### src/rtl/msk_rnd_pkg.sv
// Shared types and constants for the masked-gadget randomness source.
package msk_rnd_pkg;

  typedef enum logic {SEED = 1'b0, RUN = 1'b1} state_t;

  localparam int WORD_W     = 32;
  localparam int SEED_WORDS = 4;
  localparam int SH_A       = 11;
  localparam int SH_B       = 19;
  localparam int SH_C       = 8;

  // Number of 32-bit PRNG steps needed to fill one output word.
  function automatic int nwords(input int n);
    return (n + WORD_W - 1) / WORD_W;
  endfunction

endpackage

### src/rtl/msk_xorshift128_step.sv
// One combinational xorshift128 step: next state and the emitted word (the new w).
module msk_xorshift128_step
  import msk_rnd_pkg::*;
(
  input  logic [31:0] x,
  input  logic [31:0] y,
  input  logic [31:0] z,
  input  logic [31:0] w,
  output logic [31:0] x_nxt,
  output logic [31:0] y_nxt,
  output logic [31:0] z_nxt,
  output logic [31:0] w_nxt
);

  logic [31:0] t;

  assign t     = x ^ (x << SH_A);
  assign x_nxt = y;
  assign y_nxt = z;
  assign z_nxt = w;
  assign w_nxt = w ^ (w >> SH_B) ^ t ^ (t >> SH_C);

endmodule

### src/rtl/msk_rnd_source.sv
// Word-serially seeded xorshift128 randomness source with a valid/ready output of NRND bits.
// Optional repetition health test enabled by defining MSKRND_HEALTH_EN.
module msk_rnd_source
  import msk_rnd_pkg::*;
#(
  parameter int d    = 2,
  parameter int NRND = 32
) (
  input  logic            clk,
  input  logic            rst_n,
  input  logic [31:0]     seed_in,
  input  logic            seed_valid,
  output logic            seed_ready,
  input  logic            reseed,
  output logic [NRND-1:0] rnd_out,
  output logic            rnd_valid,
  input  logic            rnd_ready,
  output logic            alarm
);

  localparam int K  = nwords(NRND);
  localparam int BW = K * WORD_W;
  localparam int FW = $clog2(K + 1);

  state_t          state, state_nxt;
  logic [1:0]      seed_cnt;
  logic [FW-1:0]   fill_cnt, widx;
  logic [BW-1:0]   fill_buf, fill_buf_nxt;
  logic [31:0]     x, y, z, w;
  logic [31:0]     x_n, y_n, z_n, step_w;
  logic            seed_acc, full, can_out, step_en, last_word, xfer;
  logic [NRND-1:0] xfer_word;

  msk_xorshift128_step u_step (
    .x(x), .y(y), .z(z), .w(w),
    .x_nxt(x_n), .y_nxt(y_n), .z_nxt(z_n), .w_nxt(step_w)
  );

  assign seed_acc  = (state == SEED) & seed_valid & ~reseed;
  assign full      = (fill_cnt == FW'(K));
  assign can_out   = ~rnd_valid | rnd_ready;
  // A completed fill that cannot leave freezes the PRNG until the consumer takes rnd_out.
  assign step_en   = (state == RUN) & ~reseed & ~(full & ~can_out);
  assign last_word = ~full & (fill_cnt == FW'(K - 1));
  assign xfer      = step_en & can_out & (full | last_word);
  assign widx      = full ? '0 : fill_cnt;
  assign xfer_word = full ? fill_buf[NRND-1:0] : fill_buf_nxt[NRND-1:0];

  always_comb begin
    fill_buf_nxt = fill_buf;
    for (int k = 0; k < K; k++) begin
      if (widx == FW'(k)) fill_buf_nxt[k*WORD_W +: WORD_W] = step_w;
    end
  end

  always_ff @(posedge clk) begin
    if (!rst_n) state <= SEED;
    else        state <= state_nxt;
  end

  always_comb begin
    state_nxt = state;
    case (state)
      SEED: if (seed_acc && seed_cnt == 2'(SEED_WORDS - 1)) state_nxt = RUN;
      RUN:  if (reseed) state_nxt = SEED;
      default: state_nxt = SEED;
    endcase
  end

  always_comb begin
    seed_ready = (state == SEED);
  end

  always_ff @(posedge clk) begin
    if (!rst_n) begin
      seed_cnt <= '0;
      x <= '0; y <= '0; z <= '0; w <= '0;
    end else begin
      if (reseed)        seed_cnt <= '0;
      else if (seed_acc) seed_cnt <= seed_cnt + 2'd1;
      if (seed_acc) begin
        case (seed_cnt)
          2'd0: x <= seed_in;
          2'd1: y <= seed_in;
          2'd2: z <= seed_in;
          default: w <= ((x | y | z | seed_in) == '0) ? 32'd1 : seed_in;
        endcase
      end else if (step_en) begin
        x <= x_n; y <= y_n; z <= z_n; w <= step_w;
      end
    end
  end

  always_ff @(posedge clk) begin
    if (!rst_n) begin
      fill_cnt  <= '0;
      fill_buf  <= '0;
      rnd_out   <= '0;
      rnd_valid <= 1'b0;
    end else if (reseed) begin
      fill_cnt  <= '0;
      rnd_valid <= 1'b0;
    end else begin
      if (step_en) begin
        fill_buf <= fill_buf_nxt;
        if (full)           fill_cnt <= FW'(1);
        else if (last_word) fill_cnt <= xfer ? '0 : FW'(K);
        else                fill_cnt <= fill_cnt + FW'(1);
      end
      if (xfer) begin
        rnd_out   <= xfer_word;
        rnd_valid <= 1'b1;
      end else if (rnd_ready) begin
        rnd_valid <= 1'b0;
      end
    end
  end

`ifdef MSKRND_HEALTH_EN
  logic [NRND-1:0] prev_word;
  logic            have_prev, chk_pend;

  // Compare one cycle after each transfer: rnd_out then holds the new word, prev_word the old one.
  always_ff @(posedge clk) begin
    if (!rst_n) begin
      prev_word <= '0;
      have_prev <= 1'b0;
      chk_pend  <= 1'b0;
      alarm     <= 1'b0;
    end else if (reseed) begin
      have_prev <= 1'b0;
      chk_pend  <= 1'b0;
      alarm     <= 1'b0;
    end else begin
      chk_pend <= 1'b0;
      if (xfer) begin
        prev_word <= rnd_out;
        have_prev <= 1'b1;
        chk_pend  <= have_prev;
      end
      if (chk_pend && rnd_out == prev_word) alarm <= 1'b1;
    end
  end
`else
  assign alarm = 1'b0;
`endif

  always_ff @(posedge clk) begin
    if (rst_n) assert (d >= 2 && NRND >= 1 && NRND <= 256);
  end

endmodule
### config.mk
export PLATFORM = sky130hd
export DESIGN_NAME = msk_rnd_source
export DESIGN_NICKNAME = d
export VERILOG_FILES = /design/src/rtl/msk_rnd_pkg.sv /design/src/rtl/msk_xorshift128_step.sv /design/src/rtl/msk_rnd_source.sv
export SDC_FILE = /design/constraint.sdc
export NUM_CORES = 1
export LEC_CHECK = 0
export ABC_AREA = 1
export BUFFER_PORTS_ARGS = -buffer_cell sky130_fd_sc_hd__buf_2
export CAP_MARGIN = 40
export CORE_UTILIZATION = 58
export DETAILED_ROUTE_END_ITERATION = 10
export GPL_TIMING_DRIVEN = 0
export PLACE_DENSITY = 0.79
export SETUP_SLACK_MARGIN = 0.5
export SKIP_CTS_REPAIR_TIMING = 1
export SYNTH_ARGS = -nofsm -noshare
export SYNTH_HDL_FRONTEND = slang
export SYNTH_SLANG_ARGS = --single-unit
### constraint.sdc
create_clock -name clk -period 3.02 [get_ports clk]
set_clock_uncertainty 0.15 [all_clocks]
set_input_delay 0.302 -clock clk [delete_from_list [all_inputs] [get_ports clk]]
set_output_delay 0.302 -clock clk [all_outputs]
set_load 0.05 [all_outputs]
==> flow_metrics.tcl <==
set metrics [dict create \
    cp_slowest_cell "dfxtp_1" \
    tritoncts "built" \
    crit_end "y[3]" \
    syn_nets 1468 \
    tightestPinTransition_ns 0.746 \
    synth_area_sq_mm 0.00979 \
    synthArstFlopShare_pct 0 \
    start_util_pct 59.3 \
    setup_viol 0 \
    critPathBufInv 3 \
    h-tree-depth 4 \
    path_depth 7 \
    cp_max_fo 10 \
    grt_start_max_net_pins 19 \
    startpoint "fill_cnt" \
    p_leak_nw 5.13 \
    finalHoldViolations 0 \
    synth_edf_count 0 \
    drv.max_cap_violation_count 0 \
    antenna_found_initial 0 \
    ys_ff_latch 197 \
    gp_congestion 1.02 \
    ys.flop_type "dfxtp_1" \
    rsz0062_at_grt "no" \
    fin_nets 1557 \
    area_growth_pct 12.3 \
    clk_pin_slew_worst_paths_ns 0.07 \
    cpPeakStageDelay_ns 0.31 \
    portBuffers 70 \
    arrival_ns 2.20 \
    mostFrequentLayoutCells "nand2_1 (337), dfxtp_1 (197), o21ai_0 (164)" \
    vias 10500 \
    end_kind "flop" \
    fin_util_pct 66.6 \
    dr.pass1.iters 6 \
    io-pin-count 72 \
    p_seq_share_pct 47.0 \
    hold_path_class "in -> reg" \
    root_buffer "clkbuf_16" \
    avgSynthCellArea_sq_um 6.87 \
    globalRouteOverflowTotal 0 \
    power_frac_comb_pct 13.3 \
    finalSetupTns_ns 0 \
    core_region_area_sq_mm 0.0165 \
    start_kind "flop" \
    min_period_ns 2.04 \
    mostFrequentLayoutCell "nand2_1" \
    timing.rr.end "y[3]" \
    rows 47 \
    layout-drive-gt1-share_pct 11.3 \
    drtIter0Drc 1635 \
    synth_warnings 0 \
    ant_nets 0 \
    fillers 1523 \
    slew_viol_final 0 \
    reg2regPathDepth 7 \
    p_switching_mw 1.70 \
    clock_path_buffers 2 \
    ys_types 31 \
    multi_input_area_sq_mm 0.00485 \
    clk-insertion-delay-late_ns 0.44 \
    powerDensity_mw_per_mm2 524 \
    timing.final.crit_share_pct 67.6 \
    switching_share_pct 29.5 \
    cts_buffers 17 \
    die-area_sq_mm 0.0174 \
    syn_inst 1426 \
    die_x_um 132 \
    ff_latch_area_sq_mm 0.00394 \
    hpwl_um 25500 \
    ir_drop_mv 0.435 \
    yosysSeqAreaShare_pct 40.3 \
    rrSetupSlack_ns 0.98 \
    cts.sinks 197 \
    viasPerCell 6.00 \
    relSlewSlack_pct 49.9 \
    routedWlPerCell_um 19.3 \
    intPower_mw 4.07 \
    path_class "reg -> reg" \
    cp.required_ns 3.18 \
    grt_usage_pct 38.9 \
    grt_pass1_vias 9546 \
    path_cells "buf_2 -> inv_2 -> o21ai_4 -> nand2_2 -> clkbuf_1 -> o21ai_0 -> a31oi_1" \
    outcome "finished, final reports clean" \
    cpLargestDelayFamily "compound AO/OA/AOI/OAI gates" \
    wirelength_um 33700 \
    route.detailed.drc 0 \
    grt_first_pass_wirelength_um 51800 \
    die_y_um 132 \
    fmax_mhz 490 \
    power.share.clock_pct 39.7 \
    r2r-start "fill_cnt" \
]
state kept, by name, indices dropped and copies added, names as in the netlist:
name       cells
fill_buf      32
fill_cnt       1
rnd_out       32
rnd_valid      1
seed_cnt       2
state          1
w             32
x             32
y             32
z             32
synthesized netlist by cell type (2+ instances only):
cell type / count / area share, %
a21oi_1: 83 / 4.2
xor2_1: 17 / 1.5
o21ai_0: 164 / 8.4
o211ai_1: 16 / 1.2
nand3_1: 91 / 4.7
nor2_1: 136 / 5.2
or2_2: 5 / 0.32
and2_1: 2 / 0.13
nand3b_1: 3 / 0.23
a31oi_1: 86 / 5.5
ha_1: 5 / 0.64
inv_2: 6 / 0.23
buf_2: 35 / 1.8
nand2_2: 3 / 0.19
dfxtp_1: 197 / 40
buf_4: 4 / 0.31
buf_6: 12 / 1.4
inv_1: 134 / 5.1
o21bai_1: 2 / 0.15
xnor2_1: 32 / 2.9
o21ai_1: 13 / 0.66
nand2_1: 337 / 13
clkbuf_1: 35 / 1.3
cells by family (layout without fill, tap and decap cells):
| family | after synthesis | in the layout | synth area share [%] |
|---|---|---|---|
| other cells | 1 | 2 | 0.0383 |
| simple gates | 581 | 581 | 24.0 |
| compound gates | 366 | 366 | 20.4 |
| xor+xnor | 49 | 49 | 4.38 |
| flops | 197 | 197 | 40.3 |
| fa+ha+maj | 5 | 5 | 0.639 |
| buf+inv | 227 | 329 | 10.2 |
tightest hold or removal path, cell delays in order:
cell and delay (ns):
buf_2 0.08, or2_4 0.13, a21oi_1 0.06
through the flow:
stage | cell area, sq um | worst slack, ns | total power, mW | cells | hold WS (ns)
floorplan | 9790 | 1.05 | 3.23 | 1426 | 0.294
global placement | 10400 | 0.889 | 3.49 | 1716 | 0.307
detailed placement | 10400 | 0.867 | 3.50 | 1716 | 0.318
CTS | 11000 | 1.03 | 5.72 | 1748 | 0.0170
global route | 11000 | 0.849 | 5.92 | 1748 | 0.0526
finish | 11000 | 0.978 | 5.77 | 1749 | 0.0251
layer usage:
metal | global-route usage, % | up-vias | share of wire (%)
met3 | 10.3 | 143 | 13
met4 | 24.0 | 0 | 6.0
met1 | 51.2 | 4787 | 39
li1 | - | 4857 | -
met5 | 0 | - | 0
met2 | 56.8 | 708 | 42
layout make-up:
cell class,instances,area share (%)
inverters,141,4.81
clock buffers,18,3.99
repair buffers,70,3.19
plain buffers,86,4.29
well taps,220,2.50
flip-flops and latches,197,35.9
diodes,1,0.0228
clock inverters,14,1.27
multi-input cells,1002,44.1
worst min path at each step:
stage | start | cells past startpoint | slack [ns] | end
final | rnd_ready | 3 | 0.03 | rnd_valid
after global routing | rnd_ready | 3 | 0.05 | rnd_valid
after CTS | rnd_ready | 3 | 0.02 | rnd_valid
after detailed placement | z[9] | 2 | 0.32 | z[9]
after global placement | z[8] | 2 | 0.31 | z[8]
after floorplan | z[26] | 2 | 0.29 | z[26]
power groups by stage:
stage               Sequential, mW  Combinational [mW]  Clock [mW]
detailed placement            2.77               0.731           0
global placement              2.77               0.721           0
global route                  2.71               0.827        2.38
finish                        2.71               0.766        2.29
floorplan                     2.74               0.493           0
CTS                           2.71               0.737        2.28
Note: power is estimated with default switching activity, not from simulation.
